**src/rtl/fabric2_mdecoder_pkg.sv**
```systemverilog
// Shared OCP encodings, FSM state type and default address map for the v2 fabric decoder.
package fabric2_mdecoder_pkg;

  localparam int ADDR_WIDTH = 32;
  localparam int PORT_IDX_W = 3;

  localparam logic [2:0] CMD_IDLE = 3'd0;
  localparam logic [2:0] CMD_WR   = 3'd1;
  localparam logic [2:0] CMD_RD   = 3'd2;

  localparam logic [1:0] RESP_NULL = 2'd0;
  localparam logic [1:0] RESP_DVA  = 2'd1;
  localparam logic [1:0] RESP_ERR  = 2'd3;

  typedef enum logic [1:0] {
    ST_IDLE = 2'd0,
    ST_CMD  = 2'd1,
    ST_RESP = 2'd2
  } state_e;

  localparam logic [ADDR_WIDTH-1:0] FABRIC_P1_BASE = 32'h1000_0000;
  localparam logic [ADDR_WIDTH-1:0] FABRIC_P1_MASK = 32'hF000_0000;
  localparam logic [ADDR_WIDTH-1:0] FABRIC_P2_BASE = 32'h2000_0000;
  localparam logic [ADDR_WIDTH-1:0] FABRIC_P2_MASK = 32'hF000_0000;
  localparam logic [ADDR_WIDTH-1:0] FABRIC_P3_BASE = 32'h3000_0000;
  localparam logic [ADDR_WIDTH-1:0] FABRIC_P3_MASK = 32'hF000_0000;
  localparam logic [ADDR_WIDTH-1:0] FABRIC_P4_BASE = 32'h4000_0000;
  localparam logic [ADDR_WIDTH-1:0] FABRIC_P4_MASK = 32'hF000_0000;

endpackage

```
**src/rtl/fabric2_addr_dec.sv**
```systemverilog
// Combinational window match with fixed priority 1 > 2 > 3 > 4; no match selects the default slave (0).
module fabric2_addr_dec
  import fabric2_mdecoder_pkg::*;
#(
  parameter logic [ADDR_WIDTH-1:0] P1_BASE = FABRIC_P1_BASE,
  parameter logic [ADDR_WIDTH-1:0] P1_MASK = FABRIC_P1_MASK,
  parameter logic [ADDR_WIDTH-1:0] P2_BASE = FABRIC_P2_BASE,
  parameter logic [ADDR_WIDTH-1:0] P2_MASK = FABRIC_P2_MASK,
  parameter logic [ADDR_WIDTH-1:0] P3_BASE = FABRIC_P3_BASE,
  parameter logic [ADDR_WIDTH-1:0] P3_MASK = FABRIC_P3_MASK,
  parameter logic [ADDR_WIDTH-1:0] P4_BASE = FABRIC_P4_BASE,
  parameter logic [ADDR_WIDTH-1:0] P4_MASK = FABRIC_P4_MASK
) (
  input  logic [ADDR_WIDTH-1:0] addr_i,
  output logic [PORT_IDX_W-1:0] port_o
);

  // Lowest priority first so a later, higher-priority match overrides it.
  always_comb begin
    port_o = '0;
    if ((addr_i & P4_MASK) == P4_BASE) port_o = 3'd4;
    if ((addr_i & P3_MASK) == P3_BASE) port_o = 3'd3;
    if ((addr_i & P2_MASK) == P2_BASE) port_o = 3'd2;
    if ((addr_i & P1_MASK) == P1_BASE) port_o = 3'd1;
  end

endmodule

```
**src/rtl/fabric2_mdecoder.sv**
```systemverilog
// Master address decoder and transaction tracker: drives the switch port select, holds it
// from command issue to response, and recovers via a watchdog when a slave never answers.
module fabric2_mdecoder
  import fabric2_mdecoder_pkg::*;
#(
  parameter int                    PORTNO_WIDTH = 11,
  parameter logic [ADDR_WIDTH-1:0] P1_BASE      = FABRIC_P1_BASE,
  parameter logic [ADDR_WIDTH-1:0] P1_MASK      = FABRIC_P1_MASK,
  parameter logic [ADDR_WIDTH-1:0] P2_BASE      = FABRIC_P2_BASE,
  parameter logic [ADDR_WIDTH-1:0] P2_MASK      = FABRIC_P2_MASK,
  parameter logic [ADDR_WIDTH-1:0] P3_BASE      = FABRIC_P3_BASE,
  parameter logic [ADDR_WIDTH-1:0] P3_MASK      = FABRIC_P3_MASK,
  parameter logic [ADDR_WIDTH-1:0] P4_BASE      = FABRIC_P4_BASE,
  parameter logic [ADDR_WIDTH-1:0] P4_MASK      = FABRIC_P4_MASK,
  parameter int                    TMO_WIDTH    = 8
) (
  input  logic                    clk,
  input  logic                    rst,
  input  logic [ADDR_WIDTH-1:0]   i_ID_MAddr,
  input  logic [2:0]              i_ID_MCmd,
  input  logic                    i_ID_SCmdAccept,
  input  logic [1:0]              i_ID_SResp,
  output logic [PORTNO_WIDTH-1:0] o_portno,
  output logic                    o_busy,
  output logic                    o_tmo
);

  logic [PORT_IDX_W-1:0] dec_port;
  logic [PORT_IDX_W-1:0] sel_q;
  state_e                state_q;
  logic [TMO_WIDTH-1:0]  wdog_q;
  logic [TMO_WIDTH-1:0]  wdog_d;
  logic                  busy_q, tmo_q, hold_q;
  logic                  new_cmd, resp_done, expire;

  fabric2_addr_dec #(
    .P1_BASE(P1_BASE), .P1_MASK(P1_MASK),
    .P2_BASE(P2_BASE), .P2_MASK(P2_MASK),
    .P3_BASE(P3_BASE), .P3_MASK(P3_MASK),
    .P4_BASE(P4_BASE), .P4_MASK(P4_MASK)
  ) u_dec (
    .addr_i (i_ID_MAddr),
    .port_o (dec_port)
  );

  // hold_q blocks sampling in the first IDLE cycle after any completion or timeout.
  assign new_cmd   = (i_ID_MCmd != CMD_IDLE) && !hold_q;
  assign resp_done = (i_ID_SResp != RESP_NULL);
  assign wdog_d    = wdog_q + 1'b1;
  assign expire    = &wdog_d;

  always_ff @(posedge clk) begin
    if (rst) begin
      state_q <= ST_IDLE;
      sel_q   <= '0;
      wdog_q  <= '0;
      busy_q  <= 1'b0;
      tmo_q   <= 1'b0;
      hold_q  <= 1'b0;
    end else begin
      tmo_q  <= 1'b0;
      hold_q <= 1'b0;
      case (state_q)
        ST_IDLE: begin
          if (new_cmd) begin
            sel_q  <= dec_port;
            wdog_q <= '0;
            if (!i_ID_SCmdAccept) begin
              state_q <= ST_CMD;
              busy_q  <= 1'b1;
            end else if (!resp_done) begin
              state_q <= ST_RESP;
              busy_q  <= 1'b1;
            end else begin
              hold_q <= 1'b1;
            end
          end
        end
        ST_CMD, ST_RESP: begin
          // Completion is checked before expiry so a same-cycle response wins.
          if ((state_q == ST_RESP || i_ID_SCmdAccept) && resp_done) begin
            state_q <= ST_IDLE;
            busy_q  <= 1'b0;
            wdog_q  <= '0;
            hold_q  <= 1'b1;
          end else if (expire) begin
            state_q <= ST_IDLE;
            busy_q  <= 1'b0;
            wdog_q  <= '0;
            tmo_q   <= 1'b1;
            hold_q  <= 1'b1;
          end else begin
            wdog_q <= wdog_d;
            if (state_q == ST_CMD && i_ID_SCmdAccept) state_q <= ST_RESP;
          end
        end
        default: begin
          state_q <= ST_IDLE;
          busy_q  <= 1'b0;
        end
      endcase
    end
  end

  assign o_portno = (state_q == ST_IDLE) ? PORTNO_WIDTH'(dec_port) : PORTNO_WIDTH'(sel_q);
  assign o_busy   = busy_q;
  assign o_tmo    = tmo_q;

endmodule

```
**config.mk**
```make
export PLATFORM = sky130hd
export DESIGN_NAME = fabric2_mdecoder
export DESIGN_NICKNAME = d
export VERILOG_FILES = /design/src/rtl/fabric2_mdecoder_pkg.sv /design/src/rtl/fabric2_addr_dec.sv /design/src/rtl/fabric2_mdecoder.sv
export SDC_FILE = /design/constraint.sdc
export NUM_CORES = 1
export LEC_CHECK = 0
export ABC_AREA = 1
export CAP_MARGIN = 20
export CORE_MARGIN = 4
export CORE_UTILIZATION = 40
export CTS_CLUSTER_SIZE = 10
export DETAILED_ROUTE_END_ITERATION = 7
export MAX_ROUTING_LAYER = met4
export PLACE_DENSITY = 0.8
export SYNTH_ARGS = -nofsm -noshare
export SYNTH_HDL_FRONTEND = slang
export SYNTH_SLANG_ARGS = --single-unit
```
**constraint.sdc**
```tcl
create_clock -name clk -period 1.9 [get_ports clk]
set_input_delay 0.19 -clock clk [delete_from_list [all_inputs] [get_ports clk]]
set_output_delay 0.19 -clock clk [all_outputs]
set_load 0.01 [all_outputs]
```
==> summary.md <==
| Metric | Value |
|---|---|
| Tcrit/Tclk final | 86.44% |
| Max Cap Violations | 0 |
| Levels on crit path | 8 |
| Remaining antenna violation count | 0 |
| Routed len/inst | 9.855 um |
| Mux cell area share after synthesis | 0% |
| Post-CTS Setup Inserts | 0 |
| R2R cell count | 8 |
| Crit path cell chain | inv_1 > ha_1 > o22ai_1 > inv_1 > nor2_2 > nand3_2 > or2_1 > a21oi_1 |
| Post-synth top area share | 30.40% |
| Initial Utilization | 42.14% |
| I/O Pins | 53 |
| Number of global-route vias before repair | 903 |
| Iter 0 DRT Violations | 33 |
| Area leader, netlist | dfxtp_1 |
| Worst-path fanout max | 4 |
| Hold-fix buffers, CTS | 0 |
| GP Congestion | 0.7790 |
| Max clock buf depth | 2 |
| H-tree depth | 1 |
| Row count | 18 |
| Critical Path Sink Type | register |
| Total CTS buffers | 3 |
| Die footprint | 0.003519 mm2 |
| Via count | 968 |
| Largest net degree at the start of global routing | 11 |
| Total core area | 0.002500 mm2 |
| Root buffer cell | clkbuf_4 |
| Hold Path Stages | 2 |
| Worst Hold Slack | 0.4512 ns |
| Final TNS setup | 0 ns |
| Worst Slack Setup Final | 0.2577 ns |
| Share of cells above drive strength 1 | 15.76% |
| Most common cell after layout, fill and taps aside | nand2_1 |
| Status | completed |
| Xor/xnor share of the synthesized area | 0.8314% |
| Slowest stage cell, crit path | dfxtp_2 |
| Largest family of logic cells by synthesized area | simple AND/OR/NAND/NOR gates |
| Layout area overhead | 24.94% |
| Final setup viols | 0 |
| CP endpoint | wdog_q[1] |
| Post-route minimum period | 1.642 ns |
| Buf/Inv on CP | 2 |
| Post-synthesis simple-gate area fraction | 34.20% |
| Peak supply drop | 755.0 uV |
| Clk_lat worst skew | 0.29 ns |
| Global-route wire length before repair | 3636 um |
| Arrival @ worst endpoint | 1.87 ns |
| CP Class | register to register |
| RSZ-0062 raised after global routing | false |
| Leakage power total | 0.5869 nW |
| DRT Wirelength | 2109 um |
| Pins Over Slew Limit | 0 |
| Critical Path RT | 2.13 ns |
| Critical Path Start Type | register |
| Place WS | -0.01189 ns |
| Mapped Cells | 161 |
| CTS tree | done |
| Antenna violations before repair | 0 |
| DR vias/cell | 4.523 |
| Port Buffers | 16 |
| YS warnings | 0 |
| CP most frequent cell | inv_1 |
| Tot GR Track Use | 13.58% |
| Max stage delay on crit path | 0.37 ns |
| Capture point of the worst reg-to-reg path | wdog_q[1] |
| Final Skew | 0.001497 ns |
| Sink Count | 16 |
| DP HPWL | 1603 um |
| Die Y | 59.32 um |
| Worst reg2reg setup slack | 0.26 ns |
| Adder and majority cell fraction of the synthesized area | 7.126% |
| Nets@finish | 231 |
| HP Class | register to register |
| Chip width | 59.32 um |
| DRT Pass-1 Iters | 4 |
| Distinct cells, synth | 23 |
| Seq/Total Area, Yosys | 30.40% |
| Post-Syn Area per Cell | 6.544 um2 |
| Power Dens Cells | 1096 mW/mm2 |
| Ranking of synthesized cells by area | dfxtp_1, nand2_1, inv_1 |
| Fmax | 0.6089 GHz |
| Number of synthesized register bits | 16 |
| Commonest non-fill, non-tap cells in the layout | nand2_1, inv_1, a21oi_1, dfxtp_1, clkdlybuf4s50_1 |
| Gr ovfl total | 0 |
| Complex-gate fraction of the synthesized area | 12.47% |
| R2r startpoint | state_q[0] |
| Remaining DRCs | 0 |
| Critical path's top delay family | simple AND/OR/NAND/NOR gates |
| Mapped Area | 0.001054 mm2 |
| CTS clk-pin slew, worst paths | 0.09 ns |
| Diode count | 0 |
| Fin. Hold Viols | 0 |
| Worst setup startpoint | state_q[0] |
power breakdown:
part | leakage (nW) | switching [W] | internal, W
Combinational | 0.435 | 0.000459 | 0.000304
Sequential | 0.131 | 0.0000368 | 0.000413
Clock | 0.0210 | 0.000112 | 0.000117
Total | 0.587 | 0.000608 | 0.000834
synthesized netlist by cell type:
library cell	number
conb_1	1
nor3_1	4
or2_1	1
nand3_2	3
xnor2_1	1
o21ai_0	7
or2_2	1
o21bai_1	1
o22ai_1	1
clkbuf_1	2
nor4_1	1
inv_1	22
nor2_2	3
nand2_2	4
buf_4	8
ha_1	6
nand2_1	36
nor2_1	14
nand3_1	12
a22oi_1	1
dfxtp_1	16
a21oi_1	15
inv_2	1
worst register-to-register path, stage by stage (launching register included):
cell	delay [ns]
dfxtp_2	0.37
inv_1	0.09
ha_1	0.22
o22ai_1	0.22
inv_1	0.10
nor2_2	0.14
nand3_2	0.12
or2_1	0.22
a21oi_1	0.11
state kept, by name (all words and copies together), names as in the netlist:
| register | count |
|---|---|
| o_tmo | 1 |
| hold_q | 1 |
| o_busy | 1 |
| state_q | 2 |
| wdog_q | 8 |
| sel_q | 3 |
stage by stage:
step | cell area, um2 | total power (W) | util (%) | cells
detailed placement | 1255 | 0.001164 | 50.20 | 210
global placement | 1255 | 0.001146 | 50.20 | 210
floorplan | 1080 | 0.0009440 | - | 168
finish | 1316 | 0.001442 | 52.65 | 214
CTS | 1303 | 0.001432 | 52.10 | 214
global route | 1316 | 0.001567 | 52.65 | 214
layer usage:
metal,global-route usage (%),up-vias,wire (um)
met5,-,-,0
met4,5.825,0,40
met3,2.614,6,114
met2,20.59,21,942
met1,17.49,398,1012
li1,-,543,-
final cells by class:
type,instances,area (um2)
Fill cell,249,1184
Multi-Input combinational cell,119,628.1
Sequential cell,16,322.8
Timing Repair Buffer,22,205.2
Inverter,23,86.33
Tap cell,30,37.54
Clock buffer,4,36.28
worst min-delay path by stage:
stage,from,slack (ns),endpoint
floorplan,rst,0.27,hold_q
global placement,sel_q[2],0.44,sel_q[2]
detailed placement,sel_q[2],0.44,sel_q[2]
CTS,sel_q[2],0.45,sel_q[2]
global route,sel_q[2],0.48,sel_q[2]
finish,sel_q[2],0.45,sel_q[2]
logic make-up (layout without fill, tap and decap cells):
kind of cell | Yosys count | after routing
AND/OR/NAND/NOR | 79 | 79
buffers and inverters | 33 | 49
AO/OA/AOI/OAI | 25 | 25
flip-flops | 16 | 16
adder cells (fa/ha/maj) | 6 | 6
other | 1 | 8
XOR/XNOR | 1 | 1
timing repair:
item	CTS	global route
gates resized for setup	5	6
endpoints found under the setup margin	3	4
cloned	0	0
hold endpoints to repair	0	0
pin swaps	0	1
(Power assumes the default switching activity.)
==> RTL change, RTL diff (same settings) <==
The 3 states of `state_e` get a one-hot encoding in 3 bits.
--- a/src/rtl/fabric2_mdecoder_pkg.sv
+++ b/src/rtl/fabric2_mdecoder_pkg.sv
@@ -12,10 +12,10 @@
   localparam logic [1:0] RESP_DVA  = 2'd1;
   localparam logic [1:0] RESP_ERR  = 2'd3;
 
-  typedef enum logic [1:0] {
-    ST_IDLE = 2'd0,
-    ST_CMD  = 2'd1,
-    ST_RESP = 2'd2
+  typedef enum logic [2:0] {
+    ST_IDLE = 3'b001,
+    ST_CMD  = 3'b010,
+    ST_RESP = 3'b100
   } state_e;
 
   localparam logic [ADDR_WIDTH-1:0] FABRIC_P1_BASE = 32'h1000_0000;
Check against the original RTL: same outputs for any inputs over 10 cycles, from zero or initial values and one cycle with rst high; not proved beyond that.
==> RTL change against the original RTL <==
- synthesized cell count increased by 2.5%
- sequential cell count increased by 1
- area after synthesis is 0.71% higher
- via count grew 3.4%
- setup slack got worse by 140 ps
- routed wire length up 0.66%
- total power fell by 9.1%
- final area decreased by 3.7%
- sequential power increased by 8.0%
- global-route usage rose by 0.77 points
- count of clock-buffer cells in the layout is 1 lower
- critical path type is now reg2out
- largest cell class unchanged
==> RTL change: results (changes against the original RTL) <==
SETUP PATH
----------------------------------------------------------------------------------------
Maximum single-stage delay on the critical path                                   350 ps   -20 ps
Category of cells accounting for the largest share of critical-path delay   buffers and inverters
Critical register-to-register path endpoint                                 wdog_q[4]$_SDFFE_PP0P_
Cell with the biggest individual delay on the critical path                 sky130_fd_sc_hd__dfxtp_1
Signal arrival time at the worst endpoint                                        1590 ps   -280 ps
Cells on worst reg2reg path                                                           11   +3
Worst setup path startpoint                                                 state_q[0]$_SDFFE_PP1P_

TIMING
----------------------------------------------------------------------------------------
Setup clock skew after layout                                                    4.48 ps   +2.98 ps
Fmax                                                                           0.562 GHz   -7.7%

POWER
----------------------------------------------------------------------------------------
Fraction of power spent switching nets                                             0.419   -0.00235
Leakage                                                                         0.586 nW   about the same
Ratio of total power to cell area                                            1030 nW/um2   -5.6%
Maximum vdd ir drop                                                               669 uV   -11%

LOGIC SYNTHESIS
----------------------------------------------------------------------------------------
Synthesized area divided by synthesized cell count                              6.43 um2   -1.7%
Share of the yosys chip area belonging to registers                                0.321   +0.0167

CTS
----------------------------------------------------------------------------------------
Clk pin slew, worst setup/hold paths                                              110 ps   +20 ps

FINAL LAYOUT
----------------------------------------------------------------------------------------
Regs by FF count                                                            wdog_q (8), sel_q (3), state_q (3)
Filler-free cell count of the finished design                                        216   +0.93%
Share of layout cells above drive strength 1                                       0.118   -0.0393
FILL cells                                                                           254   +2.0%

ROUTING
----------------------------------------------------------------------------------------
Sum of met3 wire segment lengths after detailed routing                           103 um   -9.6%
Metal1 wirelength                                                                1030 um   +2.1%
Met2 Wirelength                                                                   959 um   +1.8%
DRC violation total after the first TritonRoute iteration                             22   -33%

GRT
----------------------------------------------------------------------------------------
Aggregate global-route resource usage                                              0.143   +0.00767
First-pass GRT wire length                                                       3770 um   +3.8%

OUTCOME
----------------------------------------------------------------------------------------
Run status                                                                     completed

PLACE
----------------------------------------------------------------------------------------
Instance count after placement with tap cells included                               211   +0.48%

RTL change: cell count changes after synthesis, moves of 2 or more:
cell and delta:
sky130_fd_sc_hd__clkbuf_1 -2, sky130_fd_sc_hd__ha_1 -4, sky130_fd_sc_hd__inv_1 -3, sky130_fd_sc_hd__nand2_1 +9, sky130_fd_sc_hd__nand2_2 -2, sky130_fd_sc_hd__nand3_1 -4
sky130_fd_sc_hd__nor2_1 +10, sky130_fd_sc_hd__o21ai_0 -2
RTL change: logic make-up (layout without fill, tap and decap cells):
| logic type | count (synthesis) | in the layout | share of synthesized area |
|---|---|---|---|
| AND/OR/NAND/NOR | 92 | 92 | 0.390 |
| adder cells (fa/ha/maj) | 2 | 2 | 0.0236 |
| buffers and inverters | 29 | 43 | 0.134 |
| AO/OA/AOI/OAI | 23 | 23 | 0.119 |
| XOR/XNOR | 1 | 1 | 0.00826 |
| flip-flops | 17 | 17 | 0.321 |
| other | 1 | 8 | 0.00353 |
RTL change: through the flow:
stage | util | TNS (ps)
6_report | 0.507 | 0
5_1_grt | 0.507 | -18.9
4_1_cts | 0.503 | 0
3_5_place_dp | 0.493 | 0
3_3_place_gp | 0.493 | 0
2_1_floorplan | - | 0
RTL change: area by class of cell:
| type | count | share of cell area |
|---|---|---|
| clock buffers | 3 | 0.0178 |
| clock inverters | 1 | 0.00395 |
| inverters | 20 | 0.0592 |
| multi-input cells | 126 | 0.477 |
| flip-flops and latches | 17 | 0.269 |
| well taps | 30 | 0.0296 |
| repair buffers | 19 | 0.144 |
RTL change: worst min path at each step:
stage          depth (start not counted)  slack (ps)                    end
2_1_floorplan                          2         400      hold_q$_SDFF_PP0_
3_3_place_gp                           2         440  sel_q[2]$_SDFFE_PP0P_
3_5_place_dp                           2         440  sel_q[2]$_SDFFE_PP0P_
4_1_cts                                2         460  sel_q[2]$_SDFFE_PP0P_
5_1_grt                                2         480  sel_q[2]$_SDFFE_PP0P_
6_report                               2         460  sel_q[2]$_SDFFE_PP0P_
RTL change: repair_timing:
| action | in CTS | in global routing |
|---|---|---|
| gates resized for setup | 3 | 1 |
| endpoints found under the setup margin | 2 | 1 |
| buffers inserted | 0 | 1 |
| pin swaps | 0 | 1 |
RTL change: worst register-to-register path, stage by stage (launching register included):
cell	delay (ps)
sky130_fd_sc_hd__dfxtp_1	360
sky130_fd_sc_hd__ha_1	230
sky130_fd_sc_hd__nand2_1	80
sky130_fd_sc_hd__inv_1	50
sky130_fd_sc_hd__nor2_1	130
sky130_fd_sc_hd__nand3_1	100
sky130_fd_sc_hd__nor2_1	130
sky130_fd_sc_hd__nand3_2	140
sky130_fd_sc_hd__nand3_2	130
sky130_fd_sc_hd__inv_2	90
sky130_fd_sc_hd__nand2_1	70
sky130_fd_sc_hd__a21oi_1	60
